<file path="src/rtl/multicycle_control.sv">
// Multicycle instruction-sequencing FSM driving the ALU, memory, register-file and PC strobes.
// Outputs are registered from the next-state decode, so each output always matches the current state.
module multicycle_control #(
  parameter logic [3:0] ALU_NOP = 4'b1111
) (
  input  logic       clk,
  input  logic       reset_n,
  input  logic [5:0] opcode,
  input  logic [5:0] funct,
  input  logic       Zero,
  output logic [3:0] ALU_control,
  output logic       alu_src_a,
  output logic [1:0] alu_src_b,
  output logic       ir_write,
  output logic       mem_read,
  output logic       mem_write,
  output logic       iord,
  output logic       reg_write,
  output logic       reg_dst,
  output logic       mem_to_reg,
  output logic       pc_write,
  output logic       pc_write_cond,
  output logic [1:0] pc_source,
  output logic       target_write,
  output logic       illegal_op,
  output logic [3:0] state
);

  typedef enum logic [3:0] {
    S_RESET      = 4'd0,
    S_FETCH      = 4'd1,
    S_DECODE     = 4'd2,
    S_MEM_ADDR   = 4'd3,
    S_MEM_READ   = 4'd4,
    S_MEM_WB     = 4'd5,
    S_MEM_WRITE  = 4'd6,
    S_EXEC       = 4'd7,
    S_ALU_WB     = 4'd8,
    S_ADDI_EXEC  = 4'd9,
    S_ADDI_WB    = 4'd10,
    S_BRANCH     = 4'd11,
    S_BRANCH_CMP = 4'd12,
    S_JUMP       = 4'd13,
    S_ILLEGAL    = 4'd14,
    S_SPARE      = 4'd15
  } state_t;

  typedef struct packed {
    logic [3:0] alu;
    logic       src_a;
    logic [1:0] src_b;
    logic       ir_write;
    logic       mem_read;
    logic       mem_write;
    logic       iord;
    logic       reg_write;
    logic       reg_dst;
    logic       mem_to_reg;
    logic       pc_write;
    logic       pc_write_cond;
    logic [1:0] pc_source;
    logic       target_write;
    logic       illegal_op;
  } ctrl_t;

  localparam logic [5:0] OP_RTYPE = 6'b000000;
  localparam logic [5:0] OP_LW    = 6'b100011;
  localparam logic [5:0] OP_SW    = 6'b101011;
  localparam logic [5:0] OP_ADDI  = 6'b001000;
  localparam logic [5:0] OP_BEQ   = 6'b000100;
  localparam logic [5:0] OP_J     = 6'b000010;

  localparam logic [3:0] ALU_AND = 4'b0000;
  localparam logic [3:0] ALU_OR  = 4'b0001;
  localparam logic [3:0] ALU_ADD = 4'b0010;
  localparam logic [3:0] ALU_SUB = 4'b0110;

  // Returns {legal, alu_op} for an R-type funct field.
  function automatic logic [4:0] funct_decode(input logic [5:0] fn);
    logic [4:0] res;
    case (fn)
      6'b100000: res = {1'b1, ALU_ADD};
      6'b100010: res = {1'b1, ALU_SUB};
      6'b100100: res = {1'b1, ALU_AND};
      6'b100101: res = {1'b1, ALU_OR};
      default:   res = {1'b0, ALU_NOP};
    endcase
    return res;
  endfunction

  state_t     state_r;
  state_t     next_state_s;
  ctrl_t      ctrl_r;
  ctrl_t      ctrl_s;
  logic [4:0] funct_dec_s;
  logic       unused_zero_s;

  // Zero is qualified against pc_write_cond in the datapath, not here.
  assign unused_zero_s = Zero;
  assign funct_dec_s   = funct_decode(funct);

  // Next-state logic, including opcode dispatch from DECODE and MEM_ADDR.
  always_comb begin
    next_state_s = S_RESET;
    case (state_r)
      S_RESET:  next_state_s = S_FETCH;
      S_FETCH:  next_state_s = S_DECODE;
      S_DECODE: begin
        case (opcode)
          OP_RTYPE: begin
            if (funct_dec_s[4]) next_state_s = S_EXEC;
            else                next_state_s = S_ILLEGAL;
          end
          OP_LW, OP_SW: next_state_s = S_MEM_ADDR;
          OP_ADDI:      next_state_s = S_ADDI_EXEC;
          OP_BEQ:       next_state_s = S_BRANCH;
          OP_J:         next_state_s = S_JUMP;
          default:      next_state_s = S_ILLEGAL;
        endcase
      end
      S_MEM_ADDR: begin
        case (opcode)
          OP_LW:   next_state_s = S_MEM_READ;
          OP_SW:   next_state_s = S_MEM_WRITE;
          default: next_state_s = S_ILLEGAL;
        endcase
      end
      S_MEM_READ:   next_state_s = S_MEM_WB;
      S_MEM_WB:     next_state_s = S_FETCH;
      S_MEM_WRITE:  next_state_s = S_FETCH;
      S_EXEC:       next_state_s = S_ALU_WB;
      S_ALU_WB:     next_state_s = S_FETCH;
      S_ADDI_EXEC:  next_state_s = S_ADDI_WB;
      S_ADDI_WB:    next_state_s = S_FETCH;
      S_BRANCH:     next_state_s = S_BRANCH_CMP;
      S_BRANCH_CMP: next_state_s = S_FETCH;
      S_JUMP:       next_state_s = S_FETCH;
      S_ILLEGAL:    next_state_s = S_FETCH;
      default:      next_state_s = S_RESET;
    endcase
  end

  // Control decode for the state about to be entered; funct is only consulted while in DECODE.
  always_comb begin
    ctrl_s     = '0;
    ctrl_s.alu = ALU_NOP;
    case (next_state_s)
      S_FETCH: begin
        ctrl_s.mem_read = 1'b1;
        ctrl_s.ir_write = 1'b1;
        ctrl_s.src_b    = 2'b01;
        ctrl_s.alu      = ALU_ADD;
      end
      S_DECODE: begin
        ctrl_s.pc_write = 1'b1;
        ctrl_s.src_b    = 2'b11;
        ctrl_s.alu      = ALU_ADD;
      end
      S_MEM_ADDR, S_ADDI_EXEC: begin
        ctrl_s.src_a = 1'b1;
        ctrl_s.src_b = 2'b10;
        ctrl_s.alu   = ALU_ADD;
      end
      S_MEM_READ: begin
        ctrl_s.mem_read = 1'b1;
        ctrl_s.iord     = 1'b1;
      end
      S_MEM_WB: begin
        ctrl_s.reg_write  = 1'b1;
        ctrl_s.mem_to_reg = 1'b1;
      end
      S_MEM_WRITE: begin
        ctrl_s.mem_write = 1'b1;
        ctrl_s.iord      = 1'b1;
      end
      S_EXEC: begin
        ctrl_s.src_a = 1'b1;
        ctrl_s.alu   = funct_dec_s[3:0];
      end
      S_ALU_WB: begin
        ctrl_s.reg_write = 1'b1;
        ctrl_s.reg_dst   = 1'b1;
      end
      S_ADDI_WB:    ctrl_s.reg_write = 1'b1;
      // Target must be latched here, before SUB overwrites ALU_result.
      S_BRANCH: begin
        ctrl_s.target_write = 1'b1;
        ctrl_s.src_a        = 1'b1;
        ctrl_s.alu          = ALU_SUB;
      end
      S_BRANCH_CMP: begin
        ctrl_s.pc_write_cond = 1'b1;
        ctrl_s.pc_source     = 2'b01;
      end
      S_JUMP: begin
        ctrl_s.pc_write  = 1'b1;
        ctrl_s.pc_source = 2'b10;
      end
      S_ILLEGAL: ctrl_s.illegal_op = 1'b1;
      default:   ctrl_s.alu        = ALU_NOP;
    endcase
  end

  // State and output registers with synchronous active-low reset.
  always_ff @(posedge clk) begin
    if (!reset_n) begin
      state_r    <= S_RESET;
      ctrl_r     <= '0;
      ctrl_r.alu <= ALU_NOP;
    end else begin
      state_r <= next_state_s;
      ctrl_r  <= ctrl_s;
    end
  end

  assign state         = state_r;
  assign ALU_control   = ctrl_r.alu;
  assign alu_src_a     = ctrl_r.src_a;
  assign alu_src_b     = ctrl_r.src_b;
  assign ir_write      = ctrl_r.ir_write;
  assign mem_read      = ctrl_r.mem_read;
  assign mem_write     = ctrl_r.mem_write;
  assign iord          = ctrl_r.iord;
  assign reg_write     = ctrl_r.reg_write;
  assign reg_dst       = ctrl_r.reg_dst;
  assign mem_to_reg    = ctrl_r.mem_to_reg;
  assign pc_write      = ctrl_r.pc_write;
  assign pc_write_cond = ctrl_r.pc_write_cond;
  assign pc_source     = ctrl_r.pc_source;
  assign target_write  = ctrl_r.target_write;
  assign illegal_op    = ctrl_r.illegal_op;

endmodule

</file>
<file path="config.mk">
export PLATFORM = sky130hd
export DESIGN_NAME = multicycle_control
export DESIGN_NICKNAME = d
export VERILOG_FILES = /design/src/rtl/multicycle_control.sv
export SDC_FILE = /design/constraint.sdc
export NUM_CORES = 1
export LEC_CHECK = 0
export ABC_CLOCK_PERIOD_IN_PS = 2200
export BUFFER_PORTS_ARGS = -buffer_cell sky130_fd_sc_hd__buf_2
export CORE_MARGIN = 1
export CORE_UTILIZATION = 44
export DETAILED_ROUTE_END_ITERATION = 6
export GPL_TIMING_DRIVEN = 0
export PLACE_DENSITY = 0.72
export SYNTH_ARGS = -nofsm -noshare
export SYNTH_HDL_FRONTEND = slang
export SYNTH_SLANG_ARGS = --single-unit
</file>
<file path="constraint.sdc">
create_clock -name clk -period 2.2 [get_ports clk]
set_clock_uncertainty 0.2 [all_clocks]
set_input_delay 0.11 -clock clk [delete_from_list [all_inputs] [get_ports clk]]
set_output_delay 0.11 -clock clk [all_outputs]
set_load 0.01 [all_outputs]
</file>
==> impl_metrics.toml, run 1 <==
[worst_setup_path]
r2r_cells = 4
critPathArrivalTime_ps = 2160
cpLargestDelayFamily = "compound AO/OA/AOI/OAI gates"
path_class = "flip-flop to flip-flop"
start_kind = "flip-flop"
slowest_delay_ps = 580
r2r_slack_ps = 50
rr_startpoint = "state[0]"
crit_end = "illegal_op"
cp.required_ps = 2210
critical_path.max_fanout = 11
endpoint_kind = "flip-flop"
cp.depth = 4
crit_slowest_cell = "dfxtp_1"
path_buf_inv = 0
crit_start = "state[0]"
crit_chain = "o211ai_1 -> a41oi_1 -> nor2_1 -> nor4_1"
r2r_end = "illegal_op"

[clock_tree]
clk_pin_slew_ps = 120
cts_inserted_buffers = 3
tritoncts = "done"
clock_path_buffers = 2
cts.sinks = 23
htree_levels = 1
clock_latency_ps = 310
root_buffer = "clkbuf_4"

[floorplanning]
die-area_mm2 = 0.002754
row_count = 17
ios = 39
die_x_um = 52.48
die_height_um = 52.48
initial_utilization_pct = 48.80
coreArea_mm2 = 0.002297

[min_path]
hold_path_class = "primary input to flip-flop"
min_from = "funct[5]"

[timing]
tns_ps = 0
hold_slack_ps = 63.45
fmax_ghz = 0.4651
rsz0062_at_grt = "no"
setup_violations = 0
slew_violations = 0
min_period_ps = 2150
period_share_pct = 97.73
hold_viol_final = 0
fin_ws_ps = 49.88
max_slew_margin_pct = 56.76
tightest_slew_ps = 647.2

[global_routing]
overflow = 0
grtUsageTotal_pct = 21.60
grt_pass1_wl_mm = 4.347
antenna_found_initial = 0
grt_pass1_vias = 973
grt_max_degree = 14

[placed_design]
io_buffer_count = 37
dp_hpwl_mm = 2.042
routabilityCongestion = 0.8300
dp_slack_ps = -82.69

[pwr]
sw_frac_of_total_pct = 40.16
p_switching_mw = 0.5498
power_density_mw_per_mm2 = 942.3
p_seq_share_pct = 40.6
p_int_mw = 0.8191
p_comb_share_pct = 45.6
ir_worst_vdd_v = 0.0005482
p_total_mw = 1.369
pwr-share-clk_pct = 13.9
p_leak_nw = 0.6100

[yosys]
syn-instance-count = 115
synth-edff-count = 0
synth-seq-cells = 23
ys_types = 51
ys_async_sr_fraction_pct = 0
synth_area_per_cell_um2 = 9.748
synth_top_area_cell = "dfxtp_1"
synth_most_common_cell = "dfxtp_1"
ys.flop_type = "dfxtp_1"
yosysWarnings = 0
syn_nets = 130
synth_area_leaders = "dfxtp_1, nor3_1, nor2_1"
synth_common_cells = "dfxtp_1, nor2_1, nor3_1"
synth_seq_area_share_pct = 41.07
synth_top_area_share_pct = 41.07
netlist_area_mm2 = 0.001121

[route]
drt_first_pass_iters = 4
via_per_inst = 5.884
vias = 1112
wl_per_cell_um = 14.95
drt_iter0_markers = 21
wl_mm = 2.825
drc = 0
ant_nets = 0

[job]
max-cap-violations = 0

[final_layout]
antennaDiodeCount = 0
nets = 177
area_delta_synth_final_pct = 29.58
n_fill_cell = 203
layout-drive-gt1-share_pct = 40.37
final_util_pct = 63.24

[status]
outcome = "finished, final reports clean"
## cells in the final DEF (no fill, tap or decap), types with 2 or more instances in the layout
cell type,n
o211ai_1,2
buf_2,37
nor2b_1,2
a21oi_1,5
nor4_2,2
dfxtp_1,22
buf_4,3
and2_1,3
nor4_1,4
inv_1,2
nor4b_1,3
o311ai_0,2
clkbuf_4,3
nand2b_1,2
nor3_1,8
xor2_1,2
dlygate4sd3_1,5
nor2_2,2
nor2_1,8
nand2_1,6
o2111ai_1,2
o32ai_2,2
## logic make-up after synthesis
kind of cell,Yosys count,synth area share [%]
simple gates,51,28.24
compound gates,32,25.56
flops,23,41.07
buf+inv,6,2.679
xor+xnor,2,1.563
mux,1,0.8929
## worst min path at each step
stage,to,slack [ps],cells past startpoint
6_report,ALU_control[1],60,4
3_3_place_gp,ALU_control[1],170,3
2_1_floorplan,ALU_control[2],-9,1
4_1_cts,ALU_control[1],60,4
5_1_grt,ALU_control[0],100,3
3_5_place_dp,ALU_control[1],180,3
## per-layer routing
layer	share of wire, %	vias to the layer above	global-route usage (%)
li1	-	549	-
met1	46	514	27.30
met2	47	43	36.50
met3	5.7	6	4.058
met4	1.8	0	7.018
met5	0	-	0
## final cells by class
cell class	instances	area, um2	area share, %
flip-flops and latches	23	464.2	31.96
well taps	28	35.03	2.412
multi-input cells	86	656.9	45.22
inverters	2	7.507	0.5168
plain buffers	3	18.77	1.292
clock inverters	1	5.005	0.3445
clock buffers	3	22.52	1.550
repair buffers	43	242.7	16.71
## power by group through the flow
stage / Clock (mW) / Combinational (mW) / Sequential, mW
floorplan: 0 / 0.370 / 0.592
global placement: 0 / 0.593 / 0.546
detailed placement: 0 / 0.598 / 0.551
CTS: 0.194 / 0.608 / 0.544
global route: 0.211 / 0.680 / 0.565
finish: 0.190 / 0.624 / 0.555
## worst min-delay path, cell delays in order
cell,delay [ps]
buf_2,100
or3b_2,200
nor4b_1,50
nand4_1,80
## stage by stage
step	cells	area, um2
2_1_floorplan	115	1121
3_3_place_gp	180	1341
3_5_place_dp	180	1341
4_1_cts	189	1420
5_1_grt	189	1453
6_report	189	1453
## timing repair
action                                 in CTS  in global routing
endpoints found under the hold margin       8                  0
setup endpoints to repair                  14                 15
pin swaps                                   0                  1
buffers inserted                            0                  1
hold buffers                                5                  0
resized for setup                           1                  6
Note: power is estimated with default switching activity, not from simulation.
==> run 2, diff against run 1 <==
==> config.mk (replaced) <==
export PLATFORM = sky130hd
export DESIGN_NAME = multicycle_control
export DESIGN_NICKNAME = d
export VERILOG_FILES = /design/src/rtl/multicycle_control.sv
export SDC_FILE = /design/constraint.sdc
export NUM_CORES = 1
export LEC_CHECK = 0
export ABC_CLOCK_PERIOD_IN_PS = 2700
export BUFFER_PORTS_ARGS = -buffer_cell sky130_fd_sc_hd__buf_2
export CORE_ASPECT_RATIO = 0.5
export CORE_MARGIN = 1
export CORE_UTILIZATION = 40
export DETAILED_ROUTE_END_ITERATION = 6
export PLACE_DENSITY = 0.64
export SYNTH_ARGS = -nofsm -noshare
export SYNTH_HDL_FRONTEND = slang
export SYNTH_SLANG_ARGS = --single-unit
==> constraint.sdc (replaced) <==
create_clock -name clk -period 2.7 [get_ports clk]
set_clock_uncertainty 0.2 [all_clocks]
set_input_delay 0.135 -clock clk [delete_from_list [all_inputs] [get_ports clk]]
set_output_delay 0.135 -clock clk [all_outputs]
set_load 0.01 [all_outputs]
==> impl_metrics.toml, run 2 (same netlist as run 1, synthesis figures left out) <==
[timing]
hold_viol_final = 0
tns_ps = 0
tightest_slew_ps = 582.9
hold_slack_ps = 43.57
max_slew_margin_pct = 61.06
fmax_ghz = 0.4387
slew_violations = 0
setup_violations = 0
min_period_ps = 2279
fin_ws_ps = 420.7
period_share_pct = 84.42
rsz0062_at_grt = "no"

[clock_tree]
cts_setup_buffers = 0
clock_latency_ps = 270
htree_levels = 1
clk_pin_slew_ps = 80
cts_inserted_buffers = 3
cts.sinks = 23
clock_path_buffers = 2
root_buffer = "clkbuf_8"
tritoncts = "done"

[floorplanning]
die_height_um = 39.44
die_x_um = 76.87
ios = 39
row_count = 13
initial_utilization_pct = 42.81
die-area_mm2 = 0.003031
coreArea_mm2 = 0.002619

[route]
wl_per_cell_um = 14.19
wl_mm = 2.724
drt_first_pass_iters = 6
via_per_inst = 5.646
drc = 2
drt_iter0_markers = 115
ant_nets = 0
vias = 1084

[pwr]
p_total_mw = 1.143
ir_worst_vdd_v = 0.0002621
power_density_mw_per_mm2 = 814.5
p_leak_nw = 0.5891

[global_routing]
grt_max_degree = 14
grtUsageTotal_pct = 19.50
grt_pass1_wl_mm = 4.374
overflow = 0
antenna_found_initial = 0
grt_pass1_vias = 895

[worst_setup_path]
critPathArrivalTime_ps = 2250
cp.required_ps = 2670
crit_chain = "or3b_1 -> a311oi_2 -> or2_1 -> nand3_1 -> o32ai_2"
path_buf_inv = 0
start_kind = "flip-flop"
critical_path.max_fanout = 8
crit_slowest_cell = "or3b_1"
cpLargestDelayFamily = "simple AND/OR/NAND/NOR gates"
endpoint_kind = "flip-flop"
slowest_delay_ps = 450
path_class = "flip-flop to flip-flop"

[status]
outcome = "finished, violations left"
violations = "design-rule violations"

[final_layout]
final_common_cell = "buf_2"
layout-drive-gt1-share_pct = 37.42
n_fill_cell = 241
final_area_mm2 = 0.001404
final_util_pct = 53.61
antennaDiodeCount = 0
final_cell_mix = "buf_2, dfxtp_1, nor2_1, nor3_1, nand2_1"
area_delta_synth_final_pct = 25.22
nets = 171
layout.cells.non_filler = 192

[placed_design]
dp_hpwl_mm = 2.015
routabilityCongestion = 0.8365
io_buffer_count = 37
place_inst = 186
postPlaceCellArea_mm2 = 0.001338
dp_slack_ps = 437.7

[min_path]
hold_path_class = "primary input to flip-flop"

[job]
max-cap-violations = 0
[run 2: cell count changes in the layout (fill, tap and decap cells not counted), sizes merged]
cell         before  now
buf              40   38
dlygate4sd3       5    2
clkbuf            4    3
[run 2: layer usage]
| layer | up-vias | routed length, um | global-route usage, % |
|---|---|---|---|
| li1 | 534 | - | - |
| met1 | 489 | 1327 | 27.69 |
| met2 | 59 | 1131 | 28.79 |
| met3 | 2 | 249 | 3.953 |
| met4 | 0 | 16 | 7.692 |
| met5 | - | 0 | 0 |
[run 2: power breakdown]
| part | switching, mW | total, mW | leakage, nW | internal (mW) |
|---|---|---|---|---|
| clock | 0.105 | 0.208 | 0.0255 | 0.103 |
| sequential | 0.0339 | 0.441 | 0.188 | 0.407 |
| combinational | 0.309 | 0.494 | 0.375 | 0.186 |
[run 2: final timing paths]
| check | startpoint | depth (start not counted) | slack, ps | to |
|---|---|---|---|---|
| setup / recovery | state[2] | 5 | 420 | pc_write |
| hold reg to reg | state[3] | 1 | 440 | mem_to_reg |
| setup reg to reg | state[2] | 5 | 420 | pc_write |
| hold / removal | funct[2] | 3 | 40 | ALU_control[1] |
[run 2: worst min-delay path, cell delays in order]
cell	delay (ps)
buf_2	120
nor4b_1	140
nand4_1	80
[run 2: final cells by class]
| class | count | area (um2) | area share, % |
|---|---|---|---|
| multi-input cells | 86 | 630.6 | 44.92 |
| flip-flops and latches | 23 | 460.4 | 32.80 |
| repair buffers | 40 | 212.7 | 15.15 |
| well taps | 37 | 46.29 | 3.298 |
| clock buffers | 3 | 41.29 | 2.941 |
| inverters | 2 | 7.507 | 0.5348 |
| clock inverters | 1 | 5.005 | 0.3565 |
[run 2: repair_timing]
action,CTS,global route
hold buffers,2,0
resized for setup,0,0
hold endpoints to repair,6,0
==> run 3, diff against run 2 <==
--- a/config.mk
+++ b/config.mk
@@ -5,13 +5,13 @@
 export SDC_FILE = /design/constraint.sdc
 export NUM_CORES = 1
 export LEC_CHECK = 0
-export ABC_CLOCK_PERIOD_IN_PS = 2700
+export ABC_CLOCK_PERIOD_IN_PS = 2000
 export BUFFER_PORTS_ARGS = -buffer_cell sky130_fd_sc_hd__buf_2
 export CORE_ASPECT_RATIO = 0.5
 export CORE_MARGIN = 1
 export CORE_UTILIZATION = 40
 export DETAILED_ROUTE_END_ITERATION = 6
-export PLACE_DENSITY = 0.64
+export PLACE_DENSITY = 0.67
 export SYNTH_ARGS = -nofsm -noshare
 export SYNTH_HDL_FRONTEND = slang
 export SYNTH_SLANG_ARGS = --single-unit
==> constraint.sdc (replaced) <==
create_clock -name clk -period 2 [get_ports clk]
set_clock_uncertainty 0.2 [all_clocks]
set_input_delay 0.1 -clock clk [delete_from_list [all_inputs] [get_ports clk]]
set_output_delay 0.1 -clock clk [all_outputs]
set_load 0.01 [all_outputs]
==> impl_metrics.toml, run 3 (same netlist as run 1, synthesis figures left out) <==
[status]
outcome = "finished, final reports clean"

[global_routing]
grtUsageTotal_pct = 21.51
overflow = 0
grt_max_degree = 14
grt_pass1_wl_mm = 4.892
antenna_found_initial = 0
grt_pass1_vias = 1025

[final_layout]
nets = 190
layout-drive-gt1-share_pct = 52.87
final_cell_mix = "buf_2, dfxtp_1, buf_4, nor3_1, nor2_1"
area_delta_synth_final_pct = 47.77
antennaDiodeCount = 0
layout.cells.non_filler = 211
final_common_cell = "buf_2"

[worst_setup_path]
crit_slowest_cell = "or3b_4"
endpoint_kind = "flip-flop"
critical_path.max_fanout = 5
crit_chain = "or3b_4 -> a311oi_4 -> or2_1 -> buf_4 -> a21oi_1 -> nor4_2"
path_class = "flip-flop to flip-flop"
path_buf_inv = 1
cp.required_ps = 1970
cpLargestDelayFamily = "simple AND/OR/NAND/NOR gates"
critPathArrivalTime_ps = 1910
slowest_delay_ps = 420
start_kind = "flip-flop"

[clock_tree]
htree_levels = 1
root_buffer = "clkbuf_8"
cts_setup_buffers = 0
tritoncts = "done"
cts_inserted_buffers = 3
clock_path_buffers = 2
cts.sinks = 23
clock_latency_ps = 270
clk_pin_slew_ps = 90

[timing]
slew_violations = 0
period_share_pct = 96.69
fmax_ghz = 0.5171
min_period_ps = 1934
max_slew_margin_pct = 68.40
tightest_slew_ps = 474.1
hold_viol_final = 0
tns_ps = 0
fin_ws_ps = 66.21
setup_violations = 0

[pwr]
sw_frac_of_total_pct = 39.67
p_comb_share_pct = 50.8
ir_worst_vdd_v = 0.0005062
p_total_mw = 1.776
p_int_mw = 1.071
p_seq_share_pct = 32.9
p_leak_nw = 0.7113
p_switching_mw = 0.7047
pwr-share-clk_pct = 16.2
power_density_mw_per_mm2 = 1072

[floorplanning]
die-area_mm2 = 0.003031
die_height_um = 39.44
row_count = 13
ios = 39
initial_utilization_pct = 42.81
coreArea_mm2 = 0.002619
die_x_um = 76.87

[route]
vias = 1201
drt_first_pass_iters = 4
ant_nets = 0
drt_iter0_markers = 107
wl_per_cell_um = 15.32
wl_mm = 3.233
via_per_inst = 5.692
drc = 0

[placed_design]
dp_slack_ps = -99.62
place_inst = 205
io_buffer_count = 37
routabilityCongestion = 0.8358
dp_hpwl_mm = 2.394

[job]
max-cap-violations = 0

[min_path]
hold_path_class = "primary input to flip-flop"
[run 3: changes by cell type in the layout (fill, tap and decap cells not counted), sizes merged]
cell / change
buf: +19
[run 3: worst reg2reg max path: stages, from the launching register on]
cell and delay [ps]:
dfxtp_2 350, or3b_4 420, a311oi_4 260, or2_1 180, buf_4 150, a21oi_1 60
nor4_2 230
[run 3: power groups by stage]
stage	Combinational (mW)	Clock (mW)	Sequential [mW]
after floorplan	0.407	0	0.653
final	0.903	0.289	0.585
after global routing	0.971	0.311	0.594
after CTS	0.824	0.289	0.583
after detailed placement	0.792	0	0.593
after global placement	0.773	0	0.591
[run 3: per-layer routing]
metal,routed length [um],global-route usage (%)
met4,15,7.212
met3,186,5.581
met1,1509,28.30
met5,0,0
met2,1521,34.82
[run 3: area by class of cell]
class,count,area (um2)
multi-input cells,86,739.5
well taps,37,46.29
flip-flops and latches,23,461.7
inverters,2,7.507
repair buffers,59,355.3
clock inverters,1,5.005
clock buffers,3,41.29
fillers,233,962.2
[run 3: per-stage QoR]
| step | cell area (um2) | util (%) | hold slack (ps) |
|---|---|---|---|
| 2_1_floorplan | 1122 | - | -19.18 |
| 3_3_place_gp | 1481 | 56.57 | 168.7 |
| 3_5_place_dp | 1481 | 56.57 | 171.5 |
| 4_1_cts | 1582 | 60.39 | 20.00 |
| 5_1_grt | 1657 | 63.26 | 33.92 |
| 6_report | 1657 | 63.26 | 17.13 |
[run 3: worst paths after layout]
path	start	endpoint	slack, ps	cells after the start
max	state[1]	alu_src_b[0]	70	6
min	funct[2]	ALU_control[1]	20	3
max reg2reg	state[1]	alu_src_b[0]	70	6
min reg2reg	state[3]	mem_to_reg	410	2
[run 3: timing repair]
item	in CTS	in global routing
hold buffers	2	0
pin swaps	1	4
gates resized for setup	6	15
setup endpoints to repair	12	14
endpoints found under the hold margin	7	0
